`src/rtl/soc_uart_tx_arbiter.sv`:
```
// Round-robin arbiter with per-packet grant locking that shares one 8N1 UART TX line between NUM_REQ byte streams.
// Optional idle-lock timeout is compiled in with `define SOC_UART_TX_ARB_TIMEOUT_EN.
module soc_uart_tx_arbiter #(
  parameter int NUM_REQ        = 4,
  parameter int DIV_W          = 16,
  parameter int TIMEOUT_CYCLES = 4096
) (
  input  logic                       clk,
  input  logic                       rst_n,
  input  logic [DIV_W-1:0]           clk_div,
  input  logic [NUM_REQ-1:0]         req_valid,
  input  logic [NUM_REQ*8-1:0]       req_data,
  input  logic [NUM_REQ-1:0]         req_last,
  output logic [NUM_REQ-1:0]         req_ready,
  output logic                       sout,
  output logic                       busy,
  output logic [$clog2(NUM_REQ)-1:0] grant_id
);

  localparam int IDW = $clog2(NUM_REQ);

  typedef enum logic [1:0] {S_IDLE, S_START, S_DATA, S_STOP} state_t;

  state_t           r_state;
  state_t           w_state_nxt;
  logic             r_lock;
  logic [IDW-1:0]   r_ptr;
  logic [IDW-1:0]   r_grant;
  logic [7:0]       r_shift;
  logic             r_last;
  logic [DIV_W-1:0] r_div;
  logic [DIV_W-1:0] r_cnt;
  logic [2:0]       r_bit_idx;

  logic             w_found;
  logic [IDW-1:0]   w_win;
  logic             w_accept;
  logic             w_bit_end;
  logic [DIV_W-1:0] w_div_eff;
  logic [7:0]       w_byte;

  function automatic logic [IDW-1:0] f_wrap(input logic [IDW-1:0] base, input int off);
    int s;
    s = int'(base) + off;
    if (s >= NUM_REQ) s = s - NUM_REQ;
    return s[IDW-1:0];
  endfunction

  // Handshake: a byte moves when req_valid[i] && req_ready[i] in the same cycle; ready is only
  // raised for the eligible winner while IDLE, and requesters hold data stable until then.
  always_comb begin
    w_found = 1'b0;
    w_win   = r_grant;
    if (r_lock) begin
      w_found = req_valid[r_grant];
    end else begin
      // Walk from the far end so the requester nearest the pointer overwrites last.
      for (int i = NUM_REQ - 1; i >= 0; i--) begin
        if (req_valid[f_wrap(r_ptr, i)]) begin
          w_found = 1'b1;
          w_win   = f_wrap(r_ptr, i);
        end
      end
    end
  end

  assign w_accept  = (r_state == S_IDLE) && w_found;
  assign w_bit_end = (r_cnt == '0);
  assign w_div_eff = (clk_div < DIV_W'(2)) ? DIV_W'(2) : clk_div;
  assign w_byte    = req_data[{w_win, 3'b000} +: 8];

  always_ff @(posedge clk or negedge rst_n) begin
    if (!rst_n) r_state <= S_IDLE;
    else        r_state <= w_state_nxt;
  end

  always_comb begin
    w_state_nxt = r_state;
    case (r_state)
      S_IDLE:  if (w_accept) w_state_nxt = S_START;
      S_START: if (w_bit_end) w_state_nxt = S_DATA;
      S_DATA:  if (w_bit_end && (r_bit_idx == 3'd7)) w_state_nxt = S_STOP;
      S_STOP:  if (w_bit_end) w_state_nxt = S_IDLE;
      default: w_state_nxt = S_IDLE;
    endcase
  end

  always_comb begin
    req_ready = '0;
    sout      = 1'b1;
    if (w_accept) req_ready = NUM_REQ'(1) << w_win;
    case (r_state)
      S_START: sout = 1'b0;
      S_DATA:  sout = r_shift[r_bit_idx];
      default: sout = 1'b1;
    endcase
    busy = (r_state != S_IDLE) || r_lock;
  end

  assign grant_id = r_grant;

  // Frame datapath: byte, last flag and bit period are frozen at accept time.
  always_ff @(posedge clk or negedge rst_n) begin
    if (!rst_n) begin
      r_shift   <= '0;
      r_last    <= 1'b0;
      r_div     <= DIV_W'(2);
      r_cnt     <= '0;
      r_bit_idx <= '0;
      r_grant   <= '0;
    end else if (w_accept) begin
      r_shift   <= w_byte;
      r_last    <= req_last[w_win];
      r_div     <= w_div_eff;
      r_cnt     <= w_div_eff - 1'b1;
      r_bit_idx <= '0;
      r_grant   <= w_win;
    end else if (r_state != S_IDLE) begin
      r_cnt <= w_bit_end ? (r_div - 1'b1) : (r_cnt - 1'b1);
      if ((r_state == S_DATA) && w_bit_end) r_bit_idx <= r_bit_idx + 1'b1;
    end
  end

`ifdef SOC_UART_TX_ARB_TIMEOUT_EN
  localparam int TO_W = $clog2(TIMEOUT_CYCLES + 1);

  logic [TO_W-1:0] r_to_cnt;
  logic            w_to_run;
  logic            w_to_fire;

  assign w_to_run  = (r_state == S_IDLE) && r_lock && !req_valid[r_grant];
  assign w_to_fire = w_to_run && (r_to_cnt == TO_W'(TIMEOUT_CYCLES - 1));

  always_ff @(posedge clk or negedge rst_n) begin
    if (!rst_n)                                r_to_cnt <= '0;
    else if (w_accept || !r_lock || w_to_fire) r_to_cnt <= '0;
    else if (w_to_run)                         r_to_cnt <= r_to_cnt + 1'b1;
  end
`else
  logic w_unused_timeout;
  assign w_unused_timeout = (TIMEOUT_CYCLES > 0);
`endif

  // The pointer only moves when a packet ends (or a stalled lock is abandoned).
  always_ff @(posedge clk or negedge rst_n) begin
    if (!rst_n) begin
      r_lock <= 1'b0;
      r_ptr  <= '0;
    end else if ((r_state == S_STOP) && w_bit_end) begin
      r_lock <= ~r_last;
      if (r_last) r_ptr <= f_wrap(r_grant, 1);
    end
`ifdef SOC_UART_TX_ARB_TIMEOUT_EN
    else if (w_to_fire) begin
      r_lock <= 1'b0;
      r_ptr  <= f_wrap(r_grant, 1);
    end
`endif
  end

endmodule

```
`config.mk`:
```
export PLATFORM = sky130hd
export DESIGN_NAME = soc_uart_tx_arbiter
export DESIGN_NICKNAME = d
export VERILOG_FILES = /design/src/rtl/soc_uart_tx_arbiter.sv
export SDC_FILE = /design/constraint.sdc
export NUM_CORES = 1
export LEC_CHECK = 0
export ABC_AREA = 1
export CAP_MARGIN = 20
export CORE_ASPECT_RATIO = 0.75
export CORE_UTILIZATION = 51
export CTS_CLUSTER_DIAMETER = 100
export DETAILED_ROUTE_END_ITERATION = 6
export GPL_ROUTABILITY_DRIVEN = 0
export HOLD_SLACK_MARGIN = 0.12
export MAX_ROUTING_LAYER = met4
export PLACE_DENSITY = 0.74
export SETUP_SLACK_MARGIN = 0.3
export SLEW_MARGIN = 20
export SYNTH_ARGS = -nofsm -noshare
export SYNTH_HDL_FRONTEND = slang
export SYNTH_SLANG_ARGS = --single-unit
```
`constraint.sdc`:
```
create_clock -name clk -period 6.8 [get_ports clk]
set_input_delay 2.04 -clock clk [delete_from_list [all_inputs] [get_ports clk]]
set_output_delay 2.04 -clock clk [all_outputs]
set_load 0.02 [all_outputs]
```
# Word-level counts from Yosys, hierarchy flattened
# Cells that the tools add are included.
# classes
eq_ne	8
bitwise_logic	1
n_reduce_logical	13
addsub	13
mux	47
shift	2
magnitude_cmp	13
# op_table
cell	count
$mux 16	4
$sub 16x1->16 const B	3
$mux 2	18
$shiftx 32x6->8	1
$lt 2x3->1 const B	6
$logic_not 16->1	1
$lt 16x2->1 const B	1
$bmux 1 s2	6
$ge 3x3->1 const B	4
$mux 1	12
$sub 2x1->2 const B	5
$mux 3	3
$ne 2x2->1 const B	4
$pmux 2 s4	1
$add 2x1->3 const B	2
$add 2x2->3 const B	2
$reduce_bool 2->1	3
$eq 2x2->1 const B	2
$logic_and 1x1->1	4
$lt 3x4->1 const B	1
$mux 4	1
$reduce_and 2->1	2
$reduce_and 4->1	1
$shl 1x2->4 const A	1
other kinds (9)	9
# word_totals
word_cells	106
regBits	51
output_inout_bits	8

# Longest topological paths before layout
# depth
depth_word	14
ltp_mapped	18
ltp_nobuf	18

# Least setup slack after synthesis
# OpenSTA, ideal clock, no wires.
# synth_path
path_type	input to output
from	input req_valid[1]
to	output req_ready[2]
n_path_buf	3
setup_slack_ns	1.126
t_arrival_ns	3.634
cell_stages	11
cell_sequence	inv_1 > nand2_1 > nand3_1 > nand2_1 > nor2_1 > nand2_2 > nand3_4 > buf_6 > buf_2 > buf_2 > nor3_1
# synth_via
elab_chain_cells	9
elab_cells_between_ends	23
classes_between	shift (1); mux (21); reduce/logical (1)
# synth_lines
element	line	text
start, declared	11	input logic [NUM_REQ-1:0] req_valid,
$bmux 1 s2	59	if (req_valid[f_wrap(r_ptr, i)]) begin
$mux 1 (not written as such)	59	
$mux 2 or $mux 1 (tied branches) (4 in a row)	59	
$mux 2 or $mux 1 (tied branches)	54	if (r_lock) begin
$shl 1x2->4 or $logic_and 1x1->1 (tied branches)	91, 67	
$mux 4 *	91	if (w_accept) req_ready = NUM_REQ'(1) << w_win;
end, declared	14	output logic [NUM_REQ-1:0] req_ready,
# Every way passes the cells marked *; elsewhere a longest branch is shown, timed or not. The select of a mux whose other input is x is not followed.

# Worst setup path in the final report
# Ends and elaborated chain as after synthesis.

==> flow_metrics.tcl <==
set metrics [dict create \
    outcome "complete, no violations" \
    syn_area_um2 3730 \
    diodes 0 \
    synthTopCellsByCount "nand2_1 (191), inv_1 (69), dfrtp_1 (50), nand3_1 (47), nor2_1 (45)" \
    synthToLayoutAreaGrowth_pct 21.77 \
    synth_top_family_by_area "simple AND/OR/NAND/NOR gates" \
    overflow 0 \
    grt_pass1_vias 3651 \
    synth.area.top_cells "dfrtp_1 (34%), nand2_1 (19%), inv_1 (6.9%)" \
    swShare 0.2459 \
    grt_setup_unrepaired "no" \
    cp.arrival_ns 4.07 \
    synth_simple_gate_area_frac 0.4160 \
    finalSetupViolations 0 \
    hold_path.class "reg -> reg" \
    synth_compound_area_frac 0.1047 \
    firstDrtPassIters 4 \
    antenna_found_initial 0 \
    portBuffers 65 \
    hold_slack_ns 0.4829 \
    rows 26 \
    initial_core_util 0.5383 \
    dpl.hpwl_um 7647 \
    dieArea_um2 7663 \
    power_mw 0.5519 \
    drt-vias-per-instance 5.282 \
    num_vias 3803 \
    antenna_left 0 \
    cts_buffer_depth 2 \
    routed_wirelength_um 10400 \
    slew_headroom 0.5048 \
    cellLeakagePower_nw 2.340 \
    synth_area_per_cell_um2 6.660 \
    slew_viol_final 0 \
    die_h_um 76.06 \
    peakVddDrop_mv 0.1112 \
    layout.nets 686 \
    die_w_um 100.8 \
    crit_path_start_kind "input port" \
    drive_above_1_share 0.08039 \
    internal-power_mw 0.4162 \
    fin_worst_skew_ns 0.01326 \
    period_needed_ns 6.113 \
    postCtsSetupBuffers 0 \
    htree_levels 2 \
    n_fill_cell 626 \
    combPwrFrac 0.134 \
    synth_top_area_cell "dfrtp_1" \
    grt_pass1_wl_um 18070 \
    fin_util 0.6555 \
    grt_max_degree 52 \
    synthMuxAreaShare 0.002684 \
    core_um2 6929 \
    worst-path-max-fanout 8 \
    cts_sinks 51 \
    tritoncts "built" \
    p_per_area_nw_per_um2 121.5 \
    drc_errors 0 \
    ff_latch_area_um2 1277 \
    yosys.cell_types.count 38 \
    synthAdderAreaFrac 0.02348 \
    hold_buffers 0 \
    clk_pin_slew_worst_paths_ns 0.09 \
    multi_input_area_um2 2071 \
    power.share.clock 0.317 \
    synthXorXnorAreaFrac 0.007045 \
    p_switching_mw 0.1357 \
    grt.total_usage 0.3059 \
    io_pins 66 \
    dr.first_iter.drc_count 323 \
    cts_made_buffers 5 \
    clk_latency_ns 0.32 \
    cts-root-buf "clkbuf_8" \
    hold_violations 0 \
    yosysSeqAreaShare 0.3425 \
    syn-num-nets 625 \
    synthArstFlopShare 1.000 \
    timing.final.crit_share 0.8989 \
    tightest_slew_ns 0.7410 \
    p_seq_frac 0.549 \
    syn-instance-count 560 \
    ys_warn_count 0 \
    synth-seq-cells 51 \
    criticalPathCategory "in -> out" \
    post_drt_wl_per_cell_um 14.44 \
    drv_cap 0 \
    yosysTopAreaCellShare 0.3355 \
    required_ns 4.76 \
    tns_ns 0 \
    crit_path_end_kind "output pin" \
    timing.fmax_ghz 0.1636 \
    synthFlopType "dfrtp_1" \
    synth.most_common_cell "nand2_1" \
    synth_edf_count 0 \
]
-- registers in the layout, indices dropped and copies added (netlist names) --
signal,count
r_cnt,16
r_div,16
r_shift,8
r_bit_idx,3
grant_id,2
r_ptr,2
r_state,2
r_last,1
r_lock,1
-- routing by layer --
metal / track usage / wire, µm / vias to the layer above
met5: - / 0 / -
met4: 0.06667 / 122 / 0
met3: 0.04312 / 541 / 11
met2: 0.4370 / 4467 / 108
met1: 0.4589 / 5267 / 1773
li1: - / - / 1911
-- stage by stage --
step,area [µm²],std cells,setup slack (ns)
floorplan,3730,560,1.126
global placement,4446,712,0.3131
detailed placement,4446,712,0.2425
CTS,4527,720,0.3320
global route,4542,720,0.5408
finish,4542,720,0.6872
-- worst max-delay path, stage by stage --
cell,delay (ns)
clkdlybuf4s50_1,0.47
inv_1,0.06
o21ai_1,0.21
o21ai_1,0.14
nand2_1,0.13
o211ai_1,0.09
nand2_1,0.08
nand2_1,0.05
o21ai_0,0.12
inv_1,0.22
nor3_1,0.19
dlymetal6s2s_1,0.26
-- worst paths after layout --
path,from,end,slack [ns],depth (start not counted)
min,r_div[12]$_DFFE_PN0N_,r_div[12]$_DFFE_PN0N_,0.48,2
max in group asynchronous,rst_n,r_shift[7]$_DFFE_PN0N_,4.51,2
min in group asynchronous,rst_n,r_div[3]$_DFFE_PN0N_,1.83,2
min reg2reg,r_div[12]$_DFFE_PN0N_,r_div[12]$_DFFE_PN0N_,0.48,2
max reg2reg,r_ptr[0]$_DFFE_PN0P_,r_cnt[1]$_DFFE_PN0N_,3.87,12
max,req_valid[1],req_ready[2],0.69,12
-- layout by cell type, fill, tap and decap left out, types with 2 or more instances in the layout --
cell type and instances:
nand3_1 47, nand2_2 12, nand4_2 3, clkbuf_1 2, nor2_2 7, a21oi_1 7, clkbuf_8 5, nor3_1 3
nand3_2 2, inv_2 2, inv_1 69, ha_1 7, dfrtp_1 50, nand4_1 11, nor2_4 2, o21ai_1 5
buf_4 9, clkdlybuf4s50_1 60, o21ai_0 35, nor2_1 45, nand3b_1 12, o21bai_1 5, nand2_1 191, dlymetal6s2s_1 4
o211ai_1 9, xor2_1 2
-- cells by family (layout without fill, tap and decap cells) --
family / count (synthesis) / after routing
mux: 1 / 1
flops: 51 / 51
xor+xnor: 3 / 3
fa+ha+maj: 7 / 7
compound gates: 67 / 67
simple gates: 340 / 340
buf+inv: 91 / 153
-- power groups by stage --
stage,clock (mW),sequential [mW],combinational [mW]
floorplan,0,0.309,0.0264
detailed placement,0,0.309,0.0729
finish,0.175,0.303,0.0737
CTS,0.179,0.303,0.0735
global route,0.192,0.303,0.0820
global placement,0,0.309,0.0718
-- timing repair --
action | in CTS | in global routing
resized for setup | 1 | 6
pin swaps | 0 | 0
endpoints found under the setup margin | 3 | 4
-- area by class of cell --
| type | count | share of cell area |
|---|---|---|
| multi-input combinational | 418 | 0.4559 |
| timing repair buffer | 74 | 0.1592 |
| tap | 98 | 0.02700 |
| clock buffer | 7 | 0.01680 |
| sequential | 51 | 0.2813 |
| clock inverter | 1 | 0.001102 |
| inverter | 71 | 0.05868 |
No activity file was read; power rests on OpenSTA's default activity.
